==> src/rtl/keyb_scanner_pkg.sv <==
// Shared types, sizes and small helpers for the 4x4 keypad scanner.
package keyb_scanner_pkg;

    localparam int IDX_W    = 2;
    localparam int KEYPAD_N = 4;

    typedef enum logic [1:0] {
        ST_SCAN     = 2'd0,
        ST_DEBOUNCE = 2'd1,
        ST_PRESSED  = 2'd2,
        ST_RELEASE  = 2'd3
    } state_t;

    // Index of the lowest-numbered column pulled low (0 when none is low).
    function automatic logic [IDX_W-1:0] lowest_low(input logic [KEYPAD_N-1:0] cols);
        lowest_low = {IDX_W{1'b0}};
        for (int i = KEYPAD_N - 1; i >= 0; i--) begin
            if (!cols[i]) begin
                lowest_low = IDX_W'(i);
            end
        end
    endfunction

    function automatic logic [KEYPAD_N-1:0] row_drive(input logic [IDX_W-1:0] r);
        row_drive = ~(4'b0001 << r);
    endfunction

endpackage

==> src/rtl/scan_timer.sv <==
// Free-running row-slot counter; tick marks the last cycle of every slot.
module scan_timer #(
    parameter int SCAN_DIV = 1000
) (
    input  logic clk,
    input  logic rst,
    output logic tick
);

    localparam logic [15:0] LAST = 16'(SCAN_DIV - 1);

    logic [15:0] cnt;

    // Slot counter wraps after SCAN_DIV cycles.
    always_ff @(posedge clk or posedge rst) begin
        if (rst) begin
            cnt <= 16'd0;
        end else if (cnt == LAST) begin
            cnt <= 16'd0;
        end else begin
            cnt <= cnt + 16'd1;
        end
    end

    assign tick = (cnt == LAST);

endmodule

==> src/rtl/keyb_scanner.sv <==
// 4x4 matrix keypad scanner with per-tick debounce of both press and release.
module keyb_scanner
    import keyb_scanner_pkg::*;
#(
    parameter int SCAN_DIV     = 1000,
    parameter int DEBOUNCE_CNT = 8
) (
    input  logic       clk,
    input  logic       rst,
    input  logic [3:0] cols_n,
    output logic [3:0] rows_n,
    output logic       D0,
    output logic       D1,
    output logic       Q0,
    output logic       Q1,
    output logic       key_valid,
    output logic       key_held
);

    localparam logic [7:0] DB = 8'(DEBOUNCE_CNT);

    logic [KEYPAD_N-1:0] cols_meta;
    logic [KEYPAD_N-1:0] cols_sync;
    state_t              state;
    logic [IDX_W-1:0]    row_idx;
    logic [IDX_W-1:0]    col_idx;
    logic [IDX_W-1:0]    d_idx;
    logic [IDX_W-1:0]    q_idx;
    logic [7:0]          match_cnt;
    logic                tick;
    logic                any_low;
    logic [IDX_W-1:0]    low_col;
    logic [IDX_W-1:0]    next_row;

    scan_timer #(.SCAN_DIV(SCAN_DIV)) u_timer (
        .clk  (clk),
        .rst  (rst),
        .tick (tick)
    );

    assign any_low  = ~&cols_sync;
    assign low_col  = lowest_low(cols_sync);
    assign next_row = row_idx + 2'd1;

    assign D0 = d_idx[0];
    assign D1 = d_idx[1];
    assign Q0 = q_idx[0];
    assign Q1 = q_idx[1];

    // Two-flop synchronizer for the asynchronous column lines.
    always_ff @(posedge clk or posedge rst) begin
        if (rst) begin
            cols_meta <= 4'b0000;
            cols_sync <= 4'b0000;
        end else begin
            cols_meta <= cols_n;
            cols_sync <= cols_meta;
        end
    end

    // Scan/debounce state machine; only tick cycles move it, key_valid self-clears.
    always_ff @(posedge clk or posedge rst) begin
        if (rst) begin
            state     <= ST_SCAN;
            row_idx   <= 2'd0;
            col_idx   <= 2'd0;
            d_idx     <= 2'd0;
            q_idx     <= 2'd0;
            match_cnt <= 8'd0;
            rows_n    <= 4'b1110;
            key_valid <= 1'b0;
            key_held  <= 1'b0;
        end else begin
            key_valid <= 1'b0;
            if (tick) begin
                case (state)
                    ST_SCAN: begin
                        if (any_low) begin
                            col_idx <= low_col;
                            if (DB == 8'd1) begin
                                d_idx     <= row_idx;
                                q_idx     <= low_col;
                                key_valid <= 1'b1;
                                key_held  <= 1'b1;
                                state     <= ST_PRESSED;
                            end else begin
                                match_cnt <= 8'd1;
                                state     <= ST_DEBOUNCE;
                            end
                        end else begin
                            row_idx <= next_row;
                            rows_n  <= row_drive(next_row);
                        end
                    end
                    ST_DEBOUNCE: begin
                        if (any_low && (low_col == col_idx)) begin
                            if (match_cnt + 8'd1 == DB) begin
                                d_idx     <= row_idx;
                                q_idx     <= col_idx;
                                key_valid <= 1'b1;
                                key_held  <= 1'b1;
                                state     <= ST_PRESSED;
                            end else begin
                                match_cnt <= match_cnt + 8'd1;
                            end
                        end else begin
                            row_idx <= next_row;
                            rows_n  <= row_drive(next_row);
                            state   <= ST_SCAN;
                        end
                    end
                    ST_PRESSED: begin
                        // The first quiet tick already counts toward the release.
                        if (!any_low) begin
                            if (DB == 8'd1) begin
                                key_held <= 1'b0;
                                row_idx  <= next_row;
                                rows_n   <= row_drive(next_row);
                                state    <= ST_SCAN;
                            end else begin
                                match_cnt <= 8'd1;
                                state     <= ST_RELEASE;
                            end
                        end
                    end
                    ST_RELEASE: begin
                        if (any_low) begin
                            state <= ST_PRESSED;
                        end else if (match_cnt + 8'd1 == DB) begin
                            key_held <= 1'b0;
                            row_idx  <= next_row;
                            rows_n   <= row_drive(next_row);
                            state    <= ST_SCAN;
                        end else begin
                            match_cnt <= match_cnt + 8'd1;
                        end
                    end
                    default: begin
                        state <= ST_SCAN;
                    end
                endcase
            end
        end
    end

endmodule
==> config.mk <==
export PLATFORM = sky130hd
export DESIGN_NAME = keyb_scanner
export DESIGN_NICKNAME = d
export VERILOG_FILES = /design/src/rtl/keyb_scanner_pkg.sv /design/src/rtl/scan_timer.sv /design/src/rtl/keyb_scanner.sv
export SDC_FILE = /design/constraint.sdc
export NUM_CORES = 1
export LEC_CHECK = 0
export ABC_AREA = 1
export CAP_MARGIN = 10
export CORE_MARGIN = 3
export CORE_UTILIZATION = 63
export CTS_CLUSTER_SIZE = 28
export DETAILED_ROUTE_END_ITERATION = 10
export PLACE_DENSITY = 0.81
export SLEW_MARGIN = 20
export SYNTH_ARGS = -nofsm -noshare
export SYNTH_HDL_FRONTEND = slang
export SYNTH_SLANG_ARGS = --single-unit
==> constraint.sdc <==
create_clock -name clk -period 3.5 [get_ports clk]
set_input_delay 0.7 -clock clk [delete_from_list [all_inputs] [get_ports clk]]
set_output_delay 0.7 -clock clk [all_outputs]
set_load 0.05 [all_outputs]
==> impl_metrics.py <==
metrics = {
    "status": {
        "status": "finished clean",
    },
    "setup_path": {
        "rr_worst_depth": 7,
        "buffers_plus_inverters_on_the_worst_setup_path": 1,
        "worstPathArrival_ns": 1.63,
        "setup.worst_path.end_class": "output port",
        "timing.critical_path.required_ns": 2.80,
        "crit_cells": 1,
        "worstPathCellList": "clkdlybuf4s50_1",
        "cp-endpoint": "rows_n[3]",
        "worst_path_largest_cell_delay_ns": 0.79,
        "critical_path.max_fanout": 2,
        "worstSetupPathType": "reg -> out",
        "timing.critical_path.slowest_stage_cell": "clkdlybuf4s50_1",
        "cp-startpoint": "rows_n[3]",
        "ff2ff_setup_slack_ns": 1.64,
        "timing.critical_path.from_type": "flop",
        "critical_path.top_delay_family": "buffers and inverters",
        "reg2reg_to": "col_idx[1]",
        "r2r_path_start": "u_timer.cnt[0]",
    },
    "drt": {
        "drc_violations_left": 0,
        "routed_wire_length_per_instance_um": 11.39,
        "detail_route.vias_per_cell": 5.181,
        "dr.pass1.iters": 4,
        "antenna_violating_nets_post_route": 0,
        "num_vias": 1865,
        "wirelength_um": 4100,
        "detailed_router_s_first_iteration_violation_count": 100,
    },
    "yosys": {
        "syn-cell-area_um2": 2501,
        "mean_post_synth_cell_area_um2": 8.536,
        "syn_inst": 293,
        "synth-seq-area-share_pct": 48.17,
        "number_of_warnings_printed_during_yosys_synthesis": 0,
        "yosysUniqueCellTypes": 36,
        "yosys_reg_bits": 48,
        "synth_fp_nets": 306,
    },
    "pwr": {
        "power-per-cell-area_nw_per_um2": 359.0,
        "max-vdd-ir-drop_uv": 265.2,
        "leakage_uw": 0.001325,
    },
    "hold_path": {
        "hold_path_depth": 0,
        "min-delay-path-class": "reg -> reg",
    },
    "sta": {
        "setup_violations": 0,
        "time_the_final_worst_path_needs_with_i_o_delays_and_setup_ns": 2.330,
        "period_share_pct": 66.56,
        "rsz0062_at_grt": "false",
        "achievable-frequency_ghz": 0.4293,
        "report.final.slew_viol_count": 0,
        "total_negative_slack_ns": 0,
        "worstMarginPinSlew_ns": 0.9636,
        "clock-skew-final_ns": 0.008670,
        "slew_headroom_pct": 35.66,
        "finalHoldViolations": 0,
    },
    "cts": {
        "clk_root_buffer_cell": "clkbuf_8",
        "cts_hold_buf": 0,
        "cts_tree": "built",
        "worst_skew_pair.late_latency_ns": 0.30,
        "clock_sinks": 48,
        "post-cts-setup-buffers": 0,
        "cts_buffer_depth": 2,
        "clock_tree.htree_level_count": 2,
        "cts.repair.resized": 0,
        "clkTransAtPathRegs_ns": 0.09,
        "cts_inserted_buffers": 5,
    },
    "global_routing": {
        "grt_start_max_net_pins": 49,
        "grt_use_total_pct": 18.33,
        "grt_antenna_before_repair": 0,
        "grt_pass1_vias": 1665,
        "global_route.overflow_total": 0,
        "global_route_wire_length_before_repair_um": 7141,
    },
    "layout": {
        "final_nets": 324,
        "antenna_cells": 0,
        "post_route_cells_drive_above_1_share_pct": 12.82,
        "layout_commonest_cell": "nand2_1",
        "utilization_pct": 74.63,
        "final_cell_mix": "nand2_1, dfrtp_1, inv_1",
        "layout.cells.non_filler": 360,
        "syn_to_final_growth_pct": 11.71,
    },
    "placed_design": {
        "place.port_buffers": 15,
        "place.detailed.instances": 352,
        "routabilityCongestion": 0.8385,
        "dpl.hpwl_um": 2905,
    },
    "die": {
        "die_span_in_x_um": 69.01,
        "io_pins": 16,
        "die-height_um": 69.01,
        "initial_cell_density_of_the_core_pct": 66.81,
        "fp-row-count": 22,
        "dieArea_um2": 4762,
        "design.core.area_um2": 3744,
    },
    "job": {
        "maxCapViolCount": 0,
    },
}
==> logic make-up (layout without fill, tap and decap cells) <==
logic type,Yosys count,in the layout,synth area share [%]
AND/OR/NAND/NOR,149,149,29.52
buffers and inverters,50,69,8.454
flip-flops,48,48,48.17
AO/OA/AOI/OAI,34,34,8.605
adder cells (fa/ha/maj),7,7,3.502
XOR/XNOR,5,5,1.751
==> cell type report <==
| type | count | area [um2] |
|---|---|---|
| flip-flops and latches | 48 | 1205 |
| fillers | 279 | 949.7 |
| repair buffers | 15 | 150.1 |
| clock buffers | 6 | 82.58 |
| multi-input cells | 195 | 1085 |
| clock inverters | 2 | 38.79 |
| inverters | 46 | 172.7 |
| well taps | 48 | 60.06 |
==> how the worst min path moves through the flow <==
stage,from,endpoint,slack [ns]
after floorplan,cols_meta[0],cols_sync[0],0.33
after global placement,cols_meta[0],cols_sync[0],0.33
after detailed placement,cols_meta[0],cols_sync[0],0.34
after CTS,cols_meta[0],cols_sync[0],0.36
after global routing,cols_meta[2],cols_sync[2],0.36
final,cols_meta[0],cols_sync[0],0.35
==> sequential cells by signal, summed over array words and instances, names as in the netlist <==
| name | count |
|---|---|
| u_timer.cnt | 16 |
| match_cnt | 8 |
| cols_meta | 4 |
| cols_sync | 4 |
| rows_n | 4 |
| col_idx | 2 |
| d_idx | 2 |
| q_idx | 2 |
| row_idx | 2 |
| state | 2 |
| key_held | 1 |
| key_valid | 1 |
==> cell usage after synthesis <==
master     n  area (um2)
nand2_1   72       270.3
dfrtp_1   45        1126
inv_1     45       168.9
nor2_1    23       86.33
nand3_1   22       110.1
o21ai_1    8       40.04
o21ai_2    8       70.07
ha_1       7       87.58
o21ai_0    7       35.03
nor3_1     6       30.03
nor2_4     5       56.30
xor2_1     5       43.79
a21oi_1    4       20.02
nand4_1    4       25.02
dfstp_2    3       78.83
nand2_2    3       18.77
nor2_2     3       18.77
a31oi_1    2       12.51
nand2_4    2       22.52
nand3_2    2       20.02
nor3_2     2       20.02
a211oi_1   1       7.510
a21boi_1   1       7.510
a21o_1     1       7.510
buf_2      1       5.000
buf_4      1       7.510
buf_6      1       11.26
buf_8      1       15.01
inv_2      1       3.750
nand3_4    1       17.52
nand3b_1   1       7.510
nand4_4    1       21.27
nor3b_1    1       7.510
nor4_1     1       6.260
o21bai_1   1       7.510
o31ai_1    1       7.510
==> per-layer routing <==
metal  vias up  GRT usage [%]  share of wire, %  wire length (um)
li1        963              -                 -                 -
met1       861          22.78                47              1942
met2        34          30.19                47              1941
met3         7          3.790               3.5               142
met4         0          9.111               1.8                74
met5         -              0                 0                 0
==> metrics by stage <==
| step | instance area [um2] | total power, uW | hold slack [ns] | setup slack (ns) |
|---|---|---|---|---|
| after floorplan | 2501 | 584.4 | 0.3312 | 1.661 |
| after global placement | 2673 | 593.6 | 0.3310 | 1.507 |
| after detailed placement | 2673 | 594.1 | 0.3356 | 1.504 |
| after CTS | 2794 | 1014 | 0.3550 | 1.157 |
| after global routing | 2794 | 1039 | 0.3609 | 1.132 |
| final | 2794 | 1003 | 0.3532 | 1.170 |
==> power by group <==
part / internal [uW] / switching (uW)
registers: 559 / 2.06
clock network: 234 / 187
logic: 6.70 / 14.8
total: 799 / 204
Power figures use the tool's default switching activity.
